**src/rtl/fwd_pkg.sv**
```systemverilog
// Shared encodings for the EX-stage operand forwarding controller.
package fwd_pkg;

  localparam int REG_AW = 5;

  localparam logic [1:0] FWD_REG = 2'b00;
  localparam logic [1:0] FWD_WB  = 2'b01;
  localparam logic [1:0] FWD_MEM = 2'b10;

  typedef enum logic {
    ST_RUN   = 1'b0,
    ST_STALL = 1'b1
  } fsm_state_t;

endpackage

```
**src/rtl/fwd_sel_calc.sv**
```systemverilog
// Forwarding select for one source register against the EX/MEM shadow stages.
module fwd_sel_calc #(
  parameter int REG_AW = 5
) (
  input  logic [REG_AW-1:0] src,
  input  logic              ex_valid,
  input  logic              ex_wr,
  input  logic              ex_ld,
  input  logic [REG_AW-1:0] ex_dst,
  input  logic              mem_valid,
  input  logic              mem_wr,
  input  logic [REG_AW-1:0] mem_dst,
  output logic [1:0]        sel
);
  import fwd_pkg::*;

  logic ex_hit;
  logic mem_hit;

  // A load still in EX cannot forward yet; the hazard logic stalls instead.
  assign ex_hit  = ex_valid && ex_wr && !ex_ld && (ex_dst != '0) && (ex_dst == src);
  assign mem_hit = mem_valid && mem_wr && (mem_dst != '0) && (mem_dst == src);

  always_comb begin
    sel = FWD_REG;
    if (ex_hit) begin
      sel = FWD_MEM;
    end else if (mem_hit) begin
      sel = FWD_WB;
    end
  end

endmodule

```
**src/rtl/fwd_hazard_ctrl.sv**
```systemverilog
// EX-stage forwarding select generation with load-use stall sequencing
// and a saturating stall counter.
module fwd_hazard_ctrl #(
  parameter int REG_AW = 5,
  parameter int CNT_W  = 32
) (
  input  logic              clk,
  input  logic              rst_n,
  input  logic              id_valid,
  input  logic [REG_AW-1:0] id_rs,
  input  logic [REG_AW-1:0] id_rt,
  input  logic [REG_AW-1:0] id_dst,
  input  logic              id_reg_write,
  input  logic              id_mem_read,
  input  logic              id_flush,
  input  logic              ext_stall,
  output logic [1:0]        fwd_a_sel,
  output logic [1:0]        fwd_b_sel,
  output logic              stall_if_id,
  output logic              bubble_ex,
  output logic [CNT_W-1:0]  stall_count
);
  // state    | meaning
  // ST_RUN   | normal flow; load-use hazards are detected here
  // ST_STALL | bubble issued; load now in MEM, consumer re-evaluates in ID
  import fwd_pkg::*;

  fsm_state_t state, state_d;

  logic              ex_valid, ex_wr, ex_ld;
  logic [REG_AW-1:0] ex_dst;
  logic              mem_valid, mem_wr;
  logic [REG_AW-1:0] mem_dst;

  logic       hazard;
  logic       id_ok;
  logic [1:0] sel_a, sel_b;

  assign hazard = id_valid && !id_flush && ex_valid && ex_wr && ex_ld &&
                  (ex_dst != '0) && ((ex_dst == id_rs) || (ex_dst == id_rt));

  assign id_ok = id_valid && !id_flush && !bubble_ex;

  fwd_sel_calc #(.REG_AW(REG_AW)) u_sel_a (
    .src       (id_rs),
    .ex_valid  (ex_valid),
    .ex_wr     (ex_wr),
    .ex_ld     (ex_ld),
    .ex_dst    (ex_dst),
    .mem_valid (mem_valid),
    .mem_wr    (mem_wr),
    .mem_dst   (mem_dst),
    .sel       (sel_a)
  );

  fwd_sel_calc #(.REG_AW(REG_AW)) u_sel_b (
    .src       (id_rt),
    .ex_valid  (ex_valid),
    .ex_wr     (ex_wr),
    .ex_ld     (ex_ld),
    .ex_dst    (ex_dst),
    .mem_valid (mem_valid),
    .mem_wr    (mem_wr),
    .mem_dst   (mem_dst),
    .sel       (sel_b)
  );

  // Stall/bubble are gated by rst_n so they read 0 while reset is held.
  always_comb begin
    state_d     = state;
    stall_if_id = 1'b0;
    bubble_ex   = 1'b0;
    if (rst_n) begin
      if (ext_stall) begin
        stall_if_id = 1'b1;
      end else begin
        case (state)
          ST_RUN: begin
            if (hazard) begin
              stall_if_id = 1'b1;
              bubble_ex   = 1'b1;
              state_d     = ST_STALL;
            end
          end
          ST_STALL: state_d = ST_RUN;
          default:  state_d = ST_RUN;
        endcase
      end
    end
  end

  always_ff @(posedge clk or negedge rst_n) begin
    if (!rst_n) begin
      state <= ST_RUN;
    end else if (!ext_stall) begin
      state <= state_d;
    end
  end

  always_ff @(posedge clk or negedge rst_n) begin
    if (!rst_n) begin
      ex_valid  <= 1'b0;
      ex_wr     <= 1'b0;
      ex_ld     <= 1'b0;
      ex_dst    <= '0;
      mem_valid <= 1'b0;
      mem_wr    <= 1'b0;
      mem_dst   <= '0;
      fwd_a_sel <= FWD_REG;
      fwd_b_sel <= FWD_REG;
    end else if (!ext_stall) begin
      mem_valid <= ex_valid;
      mem_wr    <= ex_wr;
      mem_dst   <= ex_dst;
      if (id_ok) begin
        ex_valid  <= 1'b1;
        ex_wr     <= id_reg_write;
        ex_ld     <= id_mem_read;
        ex_dst    <= id_dst;
        fwd_a_sel <= sel_a;
        fwd_b_sel <= sel_b;
      end else begin
        ex_valid  <= 1'b0;
        ex_wr     <= 1'b0;
        ex_ld     <= 1'b0;
        ex_dst    <= '0;
        fwd_a_sel <= FWD_REG;
        fwd_b_sel <= FWD_REG;
      end
    end
  end

  always_ff @(posedge clk or negedge rst_n) begin
    if (!rst_n) begin
      stall_count <= '0;
    end else if (bubble_ex && (stall_count != '1)) begin
      stall_count <= stall_count + 1'b1;
    end
  end

endmodule

```
**config.mk**
```make
export PLATFORM = sky130hd
export DESIGN_NAME = fwd_hazard_ctrl
export DESIGN_NICKNAME = d
export VERILOG_FILES = /design/src/rtl/fwd_pkg.sv /design/src/rtl/fwd_sel_calc.sv /design/src/rtl/fwd_hazard_ctrl.sv
export SDC_FILE = /design/constraint.sdc
export NUM_CORES = 1
export LEC_CHECK = 0
export CAP_MARGIN = 25
export CORE_MARGIN = 2
export CORE_UTILIZATION = 54
export DETAILED_ROUTE_END_ITERATION = 6
export PLACE_DENSITY = 0.85
export SYNTH_ARGS = -nofsm -noshare
export SYNTH_HDL_FRONTEND = slang
export SYNTH_SLANG_ARGS = --single-unit
```
**constraint.sdc**
```tcl
create_clock -name clk -period 4 [get_ports clk]
set_input_delay 0.6 -clock clk [delete_from_list [all_inputs] [get_ports clk]]
set_output_delay 0.6 -clock clk [all_outputs]
set_load 0.1 [all_outputs]
```
==> impl_metrics.env, run 1 <==
export IMPL_port_buffers=59
export IMPL_cts_buffer_depth=2
export IMPL_die_w_um=74.3
export IMPL_die_y_um=74.3
export IMPL_clock_power_share_pct=32.5
export IMPL_final_max_slew_viol_count=0
export IMPL_vias=2079
export IMPL_sequentialPowerShare_pct=58.0
export IMPL_grt_max_degree=55
export IMPL_num_rows=25
export IMPL_start_util_pct=56.1
export IMPL_yosys_most_used_dff="dfrtp_1"
export IMPL_cp_start_kind="input pin"
export IMPL_ioPinCount=60
export IMPL_hold_buffers=0
export IMPL_synthCells=234
export IMPL_dp_hpwl_um=4220
export IMPL_synth_most_common_cell="dfrtp_1"
export IMPL_diodes=0
export IMPL_routed_wl_um=5820
export IMPL_worstPathCellList="clkdlybuf4s50_1, xor2_1, nor3_1, nand3_2, a2111oi_4, buf_4, buf_12"
export IMPL_finalHoldViolations=0
export IMPL_leakage_nw=1.41
export IMPL_htreeDepth=2
export IMPL_worstSetupPathType="in2out"
export IMPL_ant_nets=0
export IMPL_comb_power_share_pct=9.5
export IMPL_nFillCells=363
export IMPL_synthTopCellsByArea="dfrtp_1 49%, xnor2_1 13%, nand3_1 3.4%, nand3_2 3.4%, xor2_1 3.3%"
export IMPL_grt_pass1_vias=1943
export IMPL_setup_worst_path_end_class="output port"
export IMPL_fin_crit_ns=3.13
export IMPL_slew_headroom_pct=33.9
export IMPL_dr_pass1_iters=4
export IMPL_cts_tree="yes"
export IMPL_holdCritPathClass="in2async"
export IMPL_p_sw_share_pct=23.7
export IMPL_status="finished, final reports clean"
export IMPL_async_flop_share_pct=100
export IMPL_timing_fmax_ghz=0.319
export IMPL_synth_seq_cells=52
export IMPL_finalSetupViolCount=0
export IMPL_arrival_ns=2.53
export IMPL_synth_nets=257
export IMPL_clk_pin_slew_ns=0.08
export IMPL_rsz0062_at_grt="false"
export IMPL_area_growth_pct=28.7
export IMPL_grt_usage_pct=22.7
export IMPL_skew_ns=0.00931
export IMPL_fin_crit_sh_pct=78.3
export IMPL_vias_per_cell=5.66
export IMPL_yosys_area_top_type="dfrtp_1"
export IMPL_wl_per_cell_um=15.9
export IMPL_cts_post_setup_buffers_inserted=0
export IMPL_clk_latency_ns=0.30
export IMPL_grt_remaining_overflow=0
export IMPL_seq_area_um2=1300
export IMPL_postCtsResizedCells=0
export IMPL_design_area_um2=3430
export IMPL_drive_above_1_share_pct=12.0
export IMPL_synth_edf_count=0
export IMPL_gp_congestion=0.808
export IMPL_syn_area_um2=2670
export IMPL_peakVddDrop_mv=0.164
export IMPL_synth_top_cells_by_count="52 x dfrtp_1, 41 x xnor2_1, 18 x nand3_1"
export IMPL_grt_pass1_wl_um=9440
export IMPL_antenna_found_initial=0
export IMPL_root_buffer="clkbuf_8"
export IMPL_tightest_slew_ns=0.989
export IMPL_tns_ns=0
export IMPL_p_per_area_nw_per_um2=276
export IMPL_p_sw_w=0.000225
export IMPL_drt_iter0_markers=146
export IMPL_cpMaxStageDelayCell="clkdlybuf4s50_1"
export IMPL_drc=0
export IMPL_coreArea_um2=4750
export IMPL_cts_sinks=52
export IMPL_multi_input_area_um2=1330
export IMPL_synth_avg_cell_area_um2=11.4
export IMPL_place_area_um2=3340
export IMPL_synth_top_area_share_pct=48.8
export IMPL_slowest_delay_ns=0.47
export IMPL_drv_cap=0
export IMPL_nets=322
export IMPL_intPower_w=0.000722
export IMPL_dieArea_um2=5520
export IMPL_cts_buffers=5
export IMPL_synth_warnings=0
export IMPL_seq_area_frac_synth_pct=48.8
export IMPL_cp_required_ns=3.40
export IMPL_synth_distinct_cells=39
export IMPL_crit_path_max_fanout=12
-- final timing paths --
check / from / to / slack [ns] / depth (start not counted)
max: id_rt[2] / bubble_ex / 0.87 / 7
min: rst_n / fwd_b_sel[0] / 0.46 / 2
max reg2reg: stall_count[10] / stall_count[1] / 1.50 / 5
min reg2reg: state / state / 0.48 / 1
min in group clk: state / state / 0.48 / 1
max in group asynchronous: rst_n / stall_count[30] / 3.10 / 2
-- per-stage QoR --
step | worst slack (ns) | cells | hold slack (ns) | power (W) | util [%]
after CTS | 0.860 | 367 | 0.481 | 0.000956 | 72.2
final | 0.867 | 367 | 0.457 | 0.000946 | 72.2
after global placement | 0.944 | 359 | 0.457 | 0.000648 | 70.3
after floorplan | 1.23 | 234 | 0.304 | 0.000601 | -
after detailed placement | 0.901 | 359 | 0.461 | 0.000650 | 70.3
after global routing | 0.711 | 367 | 0.502 | 0.000982 | 72.2
-- placed cells by master, fill, tap and decap left out, types with 2 or more instances in the layout --
cell type        count
clkdlybuf4s50_1     56
inv_1                2
o21ai_0              3
a21o_1               3
clkbuf_8             6
buf_4                5
mux2_2               6
xor2_1              10
xnor2_1             41
and3_1              12
nand3_2              9
nor4_1               4
nand4_1             13
nor3_1               6
a22o_1               7
nand2_1             14
clkbuf_1             2
nor3_2               2
a21boi_2             3
nor2_1               6
a32o_1               2
nand3_1             18
dfrtp_1             52
-- power by group through the flow --
stage	logic (W)	registers, W	clock network [W]
6_report	0.0000899	0.000549	0.000307
5_1_grt	0.0000986	0.000551	0.000333
4_1_cts	0.0000913	0.000549	0.000315
3_5_place_dp	0.0000904	0.000559	0
3_3_place_gp	0.0000889	0.000559	0
2_1_floorplan	0.0000457	0.000556	0
-- sequential cells by signal, indices dropped and copies added (netlist names) --
| signal | flops |
|---|---|
| mem_dst | 5 |
| ex_dst | 5 |
| fwd_a_sel | 2 |
| ex_ld | 1 |
| state | 1 |
| stall_count | 32 |
| mem_wr | 1 |
| fwd_b_sel | 2 |
| mem_valid | 1 |
| ex_wr | 1 |
| ex_valid | 1 |
-- cell type report --
cell class,count,area share [%]
clock buffers,8,2.62
inverters,2,0.219
multi-input cells,175,38.6
flip-flops and latches,52,37.9
well taps,67,2.44
repair buffers,63,18.2
-- worst max-delay path: cells and delay by family --
kind	cells	cell delay, ns
and+or+nand+nor	2	0.48
buffers and inverters	3	0.94
AOI/OAI and AO/OA	1	0.32
xor gates and xnor gates	1	0.18
-- kinds of logic after synthesis --
logic type / share of synthesized area, %
AND/OR/NAND/NOR: 21.1
flip-flops: 48.8
XOR/XNOR: 16.8
multiplexers: 2.96
adder cells (fa/ha/maj): 0.469
buffers and inverters: 1.45
AO/OA/AOI/OAI: 8.45
-- routing by layer --
layer  share of wire (%)  up-vias  track usage [%]  wire length, um
met2                  48       59             34.2             2820
met5                   0        -                0                0
met4                 1.2        0             7.14               70
li1                    -      975                -                -
met1                  45     1039             33.8             2640
met3                 5.1        6             4.07              295
(Power assumes the default switching activity.)
==> inputs of run 2 (changes only) <==
CORE_UTILIZATION = 50   (was 54)
PLACE_DENSITY = 0.79   (was 0.85)
clock period = 3.15 ns   (was 4 ns; I/O delays follow)
==> run 2 against run 1 <==
Against the previous run: global-route usage down 1.5 points; register-to-register slack worse by 0.59 ns; critical path type unchanged; wire length up 0.57%; die area up 7.6%; highest routed layer unchanged; power up 29%; sequential share of layout area up 0.50 points.
==> impl_metrics.env, run 2 (same netlist as run 1, synthesis figures left out) <==
export IMPL_use_met1_pct=29.1
export IMPL_setup_worst_path_end_class="output port"
export IMPL_placed_cells=365
export IMPL_largestRegisters="stall_count x32, ex_dst x5, mem_dst x5"
export IMPL_finalHoldViolations=0
export IMPL_hold_buffers=0
export IMPL_worstPathCellList="clkdlybuf4s50_1, xor2_1, nor3_1, nand3_2, a211oi_2, o21a_1, buf_12"
export IMPL_status="finished, final reports clean"
export IMPL_cts_buffer_depth=2
export IMPL_wl_per_cell_um=15.7
export IMPL_cpLargestDelayFamily="buffers and inverters"
export IMPL_cts_tree="yes"
export IMPL_die_y_um=77.0
export IMPL_p_total_w=0.00122
export IMPL_final_max_slew_viol_count=0
export IMPL_drive_above_1_share_pct=25.4
export IMPL_largest_reg_flops=32
export IMPL_routed_wl_um=5850
export IMPL_holdCritPathClass="in2async"
export IMPL_drv_cap=0
export IMPL_rsz0062_at_grt="false"
export IMPL_dieArea_um2=5930
export IMPL_crit_path_max_fanout=6
export IMPL_tightest_slew_ns=0.664
export IMPL_cts_buffers=5
export IMPL_die_w_um=77.0
export IMPL_vias=2034
export IMPL_clk_latency_ns=0.31
export IMPL_grt_max_degree=55
export IMPL_sequentialPowerShare_pct=57.3
export IMPL_r2r_end="stall_count[12]"
export IMPL_postCtsResizedCells=0
export IMPL_multi_input_area_um2=1330
export IMPL_area_growth_pct=27.0
export IMPL_worstSetupPathType="in2out"
export IMPL_tns_ns=0
export IMPL_met3_usage_pct=4.12
export IMPL_finalSetupViolCount=0
export IMPL_dr_pass1_iters=4
export IMPL_drt_iter0_markers=133
export IMPL_crit_buf_inv=2
export IMPL_p_sw_w=0.000298
export IMPL_cp_start_kind="input pin"
export IMPL_cpMaxStageDelayCell="clkdlybuf4s50_1"
export IMPL_timing_fmax_ghz=0.364
export IMPL_arrival_ns=2.28
export IMPL_htreeDepth=2
export IMPL_peakVddDrop_mv=0.313
export IMPL_regMostFlops="stall_count"
export IMPL_leakage_nw=1.51
export IMPL_seq_area_um2=1300
export IMPL_port_buffers=59
export IMPL_worst_r2r_path_depth=7
export IMPL_top_usage_layer="met2"
export IMPL_p_sw_share_pct=24.5
export IMPL_grt_pass1_wl_um=9950
export IMPL_cp_required_ns=2.68
export IMPL_stdcell_count=373
export IMPL_nets=325
export IMPL_vias_per_cell=5.45
export IMPL_r2r_slack_ns=0.91
export IMPL_nFillCells=454
export IMPL_holdWs_ns=0.312
export IMPL_diodes=0
export IMPL_intPower_w=0.000919
export IMPL_num_rows=26
export IMPL_clock_power_share_pct=33.2
export IMPL_layout_common_cells="52 x dfrtp_1, 43 x buf_4, 41 x xnor2_1, 20 x clkdlybuf4s50_1, 18 x nand3_1"
export IMPL_p_per_area_nw_per_um2=359
export IMPL_root_buffer="clkbuf_8"
export IMPL_start_util_pct=51.9
export IMPL_drc=0
export IMPL_ioPinCount=60
export IMPL_fin_crit_sh_pct=87.2
export IMPL_cts_sinks=52
export IMPL_final_common_cell="dfrtp_1"
export IMPL_comb_power_share_pct=9.5
export IMPL_fin_crit_ns=2.75
export IMPL_grt_remaining_overflow=0
export IMPL_slew_headroom_pct=55.7
export IMPL_clk_pin_slew_ns=0.10
export IMPL_dp_hpwl_um=4360
export IMPL_antenna_found_initial=0
export IMPL_coreArea_um2=5140
export IMPL_grt_usage_pct=21.3
export IMPL_skew_ns=0.00909
export IMPL_rr_startpoint="ex_dst[2]"
export IMPL_grt_pass1_vias=2031
export IMPL_grt_util_met2_pct=34.0
export IMPL_gp_congestion=0.870
export IMPL_ant_nets=0
export IMPL_slowest_delay_ns=0.45
export IMPL_cts_post_setup_buffers_inserted=0
==> run 2: power groups by stage <==
stage | combinational, W | sequential, W | clock [W]
final | 0.000115 | 0.000698 | 0.000404
after global routing | 0.000127 | 0.000700 | 0.000444
after CTS | 0.000117 | 0.000697 | 0.000419
after detailed placement | 0.000116 | 0.000711 | 0
after global placement | 0.000116 | 0.000710 | 0
after floorplan | 0.0000580 | 0.000705 | 0
==> run 2: how the worst max path moves through the flow <==
stage | start | endpoint | cells after the start
after floorplan | stall_count[11] | stall_count[1] | 5
after global placement | id_rs[3] | stall_if_id | 7
after detailed placement | id_rt[3] | stall_if_id | 7
after CTS | id_rt[3] | stall_if_id | 7
after global routing | id_rt[3] | stall_if_id | 7
final | id_rt[3] | stall_if_id | 7
==> run 2: per-stage QoR <==
stage,worst slack (ns),instance area (um^2),util [%]
floorplan,0.583,2670,-
global placement,0.446,3290,64.0
detailed placement,0.390,3290,64.0
CTS,0.393,3390,65.9
global route,0.288,3390,65.9
finish,0.402,3390,65.9
==> run 2: worst register-to-register path, cell delays in order, from the launching register on <==
cell,delay (ns)
dfrtp_1,0.47
xor2_1,0.19
nor3_1,0.22
nand3_2,0.21
a2111oi_4,0.47
buf_4,0.28
nand4_1,0.14
xnor2_1,0.15
==> run 2: layout make-up <==
class	instances	area share, %
sequential	52	38.4
tap	70	2.59
multi-input combinational	175	39.2
clock buffer	6	2.44
inverter	2	0.222
timing repair buffer	66	16.8
clock inverter	2	0.406
==> run 2: routing by layer <==
| layer | vias to the layer above | routed length [um] |
|---|---|---|
| met3 | 9 | 240 |
| met4 | 0 | 97 |
| met2 | 45 | 2770 |
| met1 | 995 | 2750 |
| met5 | - | 0 |
| li1 | 985 | - |
==> inputs of run 3 (changes only) <==
CORE_UTILIZATION = 45   (was 50)
PLACE_DENSITY = 0.76   (was 0.79)
clock period = 2.5 ns   (was 3.15 ns; I/O delays follow)
==> run 3 against run 2 <==
Against the previous run: global-route usage is 1.0 points lower; clock skew is 0.0030 ns lower; die area increased by 11%; via count grew 3.3%; register-to-register slack got worse by 0.67 ns; count of clock-buffer cells in the layout unchanged; worst setup slack got worse by 0.36 ns; critical endpoint is now bubble_ex; largest cell class unchanged; largest power group unchanged; highest routed layer unchanged.
==> impl_metrics.env, run 3 (same netlist as run 1, synthesis figures left out) <==
export IMPL_cts_sinks=52
export IMPL_drc=0
export IMPL_largest_reg_flops=32
export IMPL_num_rows=28
export IMPL_grt_usage_pct=20.3
export IMPL_vias=2101
export IMPL_leakage_nw=1.57
export IMPL_port_buffers=59
export IMPL_slowest_delay_ns=0.47
export IMPL_largestRegisters="stall_count x32, ex_dst x5, mem_dst x5"
export IMPL_clk_latency_ns=0.31
export IMPL_tns_ns=0
export IMPL_dr_pass1_iters=4
export IMPL_hold_buffers=0
export IMPL_grt_pass1_wl_um=10100
export IMPL_cts_tree="yes"
export IMPL_finalHoldViolations=0
export IMPL_coreArea_um2=5820
export IMPL_diodes=0
export IMPL_area_growth_pct=30.7
export IMPL_antenna_found_initial=0
export IMPL_skew_ns=0.00606
export IMPL_ioPinCount=60
export IMPL_htreeDepth=2
export IMPL_worstSetupPathType="reg2out"
export IMPL_setup_worst_path_end_class="output port"
export IMPL_start_util_pct=45.8
export IMPL_cpMaxStageDelayCell="dfrtp_1"
export IMPL_worstPathCellList="xor2_1, nor3_2, nand3_2, a2111oi_4, buf_4, buf_12"
export IMPL_drv_cap=0
export IMPL_finalSetupViolCount=0
export IMPL_final_common_cell="buf_4"
export IMPL_holdWs_ns=0.241
export IMPL_grt_max_degree=55
export IMPL_fin_crit_ns=2.46
export IMPL_drive_above_1_share_pct=30.4
export IMPL_grt_remaining_overflow=0
export IMPL_die_w_um=81.0
export IMPL_ant_nets=0
export IMPL_p_per_area_nw_per_um2=439
export IMPL_drt_iter0_markers=114
export IMPL_p_total_w=0.00153
export IMPL_routed_wl_um=6350
export IMPL_cp_required_ns=2.12
export IMPL_vias_per_cell=5.41
export IMPL_cpLargestDelayFamily="flip-flops"
export IMPL_regMostFlops="stall_count"
export IMPL_nFillCells=524
export IMPL_crit_path_max_fanout=5
export IMPL_timing_fmax_ghz=0.406
export IMPL_gp_congestion=0.869
export IMPL_grt_pass1_vias=2068
export IMPL_status="finished, final reports clean"
export IMPL_die_y_um=81.0
export IMPL_holdCritPathClass="in2async"
export IMPL_root_buffer="clkbuf_8"
export IMPL_cts_buffer_depth=2
export IMPL_dp_hpwl_um=4610
export IMPL_cts_buffers=5
export IMPL_peakVddDrop_mv=0.242
export IMPL_nets=335
export IMPL_arrival_ns=2.09
export IMPL_slew_headroom_pct=55.7
export IMPL_clk_pin_slew_ns=0.09
export IMPL_wl_per_cell_um=16.4
export IMPL_fin_crit_sh_pct=98.5
export IMPL_cp_start_kind="register"
export IMPL_dieArea_um2=6560
export IMPL_final_max_slew_viol_count=0
export IMPL_crit_buf_inv=2
export IMPL_layout_common_cells="53 x buf_4, 45 x dfrtp_1, 41 x xnor2_1, 18 x nand3_1, 17 x clkdlybuf4s50_1"
export IMPL_tightest_slew_ns=0.664
## run 3: changes by cell type in the layout (fill, tap and decap cells not counted), sizes merged
| cell | delta |
|---|---|
| buf | +10 |
| clkinv | +1 |
| clkdlybuf4s50 | -3 |
| inv | -1 |
| dlymetal6s2s | +3 |
## run 3: cell type report
| type | instances | area (um^2) | share of cell area [%] |
|---|---|---|---|
| multi-input combinational | 175 | 1330 | 38.2 |
| sequential | 52 | 1310 | 37.6 |
| timing repair buffer | 76 | 651 | 18.7 |
| tap | 75 | 93.8 | 2.69 |
| clock buffer | 6 | 82.6 | 2.37 |
| clock inverter | 2 | 10.0 | 0.287 |
| inverter | 2 | 7.51 | 0.215 |
## run 3: report_power, final
group          switching (W)  internal [W]  total [W]
logic              0.0000777     0.0000774   0.000155
clock network       0.000275      0.000222   0.000497
registers          0.0000227      0.000857   0.000880
total               0.000376       0.00116    0.00153
## run 3: final timing paths
| check | start | endpoint | slack [ns] | cells past startpoint |
|---|---|---|---|---|
| max | ex_dst[4] | bubble_ex | 0.04 | 6 |
| min | rst_n | stall_count[29] | 0.24 | 2 |
| max reg2reg | ex_dst[4] | stall_count[1] | 0.24 | 9 |
| min reg2reg | stall_count[17] | stall_count[17] | 0.49 | 1 |
| max in group asynchronous | rst_n | ex_dst[3] | 1.78 | 2 |
| min in group clk | stall_count[17] | stall_count[17] | 0.49 | 1 |
## run 3: through the flow
| stage | setup slack (ns) | cells | cell area, um^2 | util (%) |
|---|---|---|---|---|
| after floorplan | 0.00719 | 234 | 2670 | - |
| final | 0.0383 | 388 | 3490 | 59.9 |
| after global routing | -0.0189 | 388 | 3490 | 59.9 |
| after global placement | 0.0133 | 377 | 3360 | 57.7 |
| after CTS | 0.00691 | 387 | 3460 | 59.6 |
| after detailed placement | -0.0315 | 377 | 3360 | 57.7 |
## run 3: what timing repair did
item / 4_1_cts / 5_1_grt
endpoints found under the setup margin: 1 / 2
gates resized for setup: 0 / 5
pin swaps: 0 / 4
buffers inserted: 2 / 1
## run 3: metal layers
metal  track usage, %  part of all wire, %  vias to the layer above
li1                 -                    -                     1001
met1             27.9                   45                     1043
met2             31.4                   47                       50
met3             5.11                  5.7                        7
met4             6.78                  1.4                        0
met5                0                    0                        -
==> patch (flow settings as in run 2) <==
`CNT_W`: 32 -> 48.
--- a/src/rtl/fwd_hazard_ctrl.sv
+++ b/src/rtl/fwd_hazard_ctrl.sv
@@ -2,7 +2,7 @@
 // and a saturating stall counter.
 module fwd_hazard_ctrl #(
   parameter int REG_AW = 5,
-  parameter int CNT_W  = 32
+  parameter int CNT_W  = 48
 ) (
   input  logic              clk,
   input  logic              rst_n,
Interface: changed (resized stall_count); port bits go from 60 to 76. The function was not compared with the original's and may differ.
==> patch against run 2 <==
Area after synthesis rose by 27%; critical path depth did not move; worst setup slack got worse by 0.064 ns; via count rose by 38%; power rose by 44%; routed wire length rose by 36%; sequential cell count rose by 16; maximum frequency fell by 2.3%; register-to-register slack got worse by 0.49 ns; cell area rose by 28%; synthesized cell count rose by 33%; critical path type unchanged; largest cell class is now sequential cells; highest routed layer unchanged.
==> patch: results (changes against run 2) <==
The proportion of layout cells with a drive suffix above 1 was 0.220 (-0.0341); the total clock buffers created by CTS was 9 (+4). The maximum number of pins on one net before global-route repair is 69 (+25%), and the cell area power density is 404 nW/µm² (+13%). For the part of the Yosys area used for sequential elements, the log shows 0.501 (+0.0134). Proportion of power drawn by combinational gates: 0.066 (-0.029). The final wirelength was 7940 µm (+36%); the post-synth net total was 335 (+30%). The first-pass GRT wire length was 13300 µm (+33%); the via count of the first global-routing pass was 2628 (+29%). The run finished with clean final reports. The worst reg2reg path depth is 6 (-1). In the final layout, the registers with the most flip-flops are stall_count x48, ex_dst x5, mem_dst x5. The worst relative slew slack was 0.426 (-0.131); the latest clock arrival within the worst-skew pair was 0.35 ns (+0.04 ns). The routability-driven placement congestion ratio was 0.872 (+0.23%); the highest fanout seen on the critical path was 13 (+7). For the worst setup slack after placement, the log shows 0.375 ns (-0.0148 ns). The destination of the critical timing path is bubble_ex. For the number of cells in the finished layout apart from fillers, the log shows 480 (+29%).

Post-synthesis sequential element count: 68 (+31%). The CTS clock-pin slew for the worst setup and hold paths came out at 0.07 ns (-0.03 ns). In this run the worst setup path begins at id_valid.

Via count: 2801 (+38%). The setup slack of the most critical reg-to-reg path was 0.42 ns (-0.49 ns); the internal power summed over all cells was 1.35 mW (+47%). In this run the critical register-to-register path is launched from stall_count[12]. The number of buffers added on ports was 75 (+27%).

The tools report the clock tree skew after final layout as 0.0137 ns (+0.00464 ns). For the flip-flop and latch power, the log shows 904 µW (+30%). The count of placed standard cells including taps was 464 (+27%); the instance area after placement was 4130 µm² (+25%). The static leakage power was 2.03 nW (+35%); the distinct cell type count after synthesis was 40 (+2.6%). By area the synthesized netlist is led by sky130_fd_sc_hd__dfrtp_1 50%, sky130_fd_sc_hd__xnor2_1 12%, sky130_fd_sc_hd__xor2_1 5.2%. Total routing usage reported by global routing: 0.225 (+0.0121).
## patch: changes by cell type in the layout (fill, tap and decap cells not counted), sizes merged, moves of 5 or more
cell,run 2,this run
dfrtp,52,68
buf,46,59
nand4,13,25
nand2,14,24
xor2,10,20
clkbuf,6,12
or4,0,5
## patch: area by class of cell
type | count | area, µm²
clock buffer | 12 | 155
clock inverter | 4 | 47.5
fill | 543 | 2350
inverter | 3 | 11.3
multi-input combinational | 234 | 1650
sequential | 68 | 1700
tap | 80 | 100
timing repair buffer | 79 | 666
## patch: cell families after synthesis
kind of cell,after synthesis,share of synthesized area
compound gates,25,0.0619
mux,8,0.0265
fa+ha+maj,1,0.00369
xor+xnor,65,0.168
simple gates,135,0.225
buf+inv,10,0.0133
flops,68,0.501
## patch: routing by layer
metal,GRT usage,routed length (µm),share of wire
met5,0,0,0
met4,0.0810,85,0.011
met3,0.0352,406,0.051
met2,0.333,3800,0.48
met1,0.336,3640,0.46
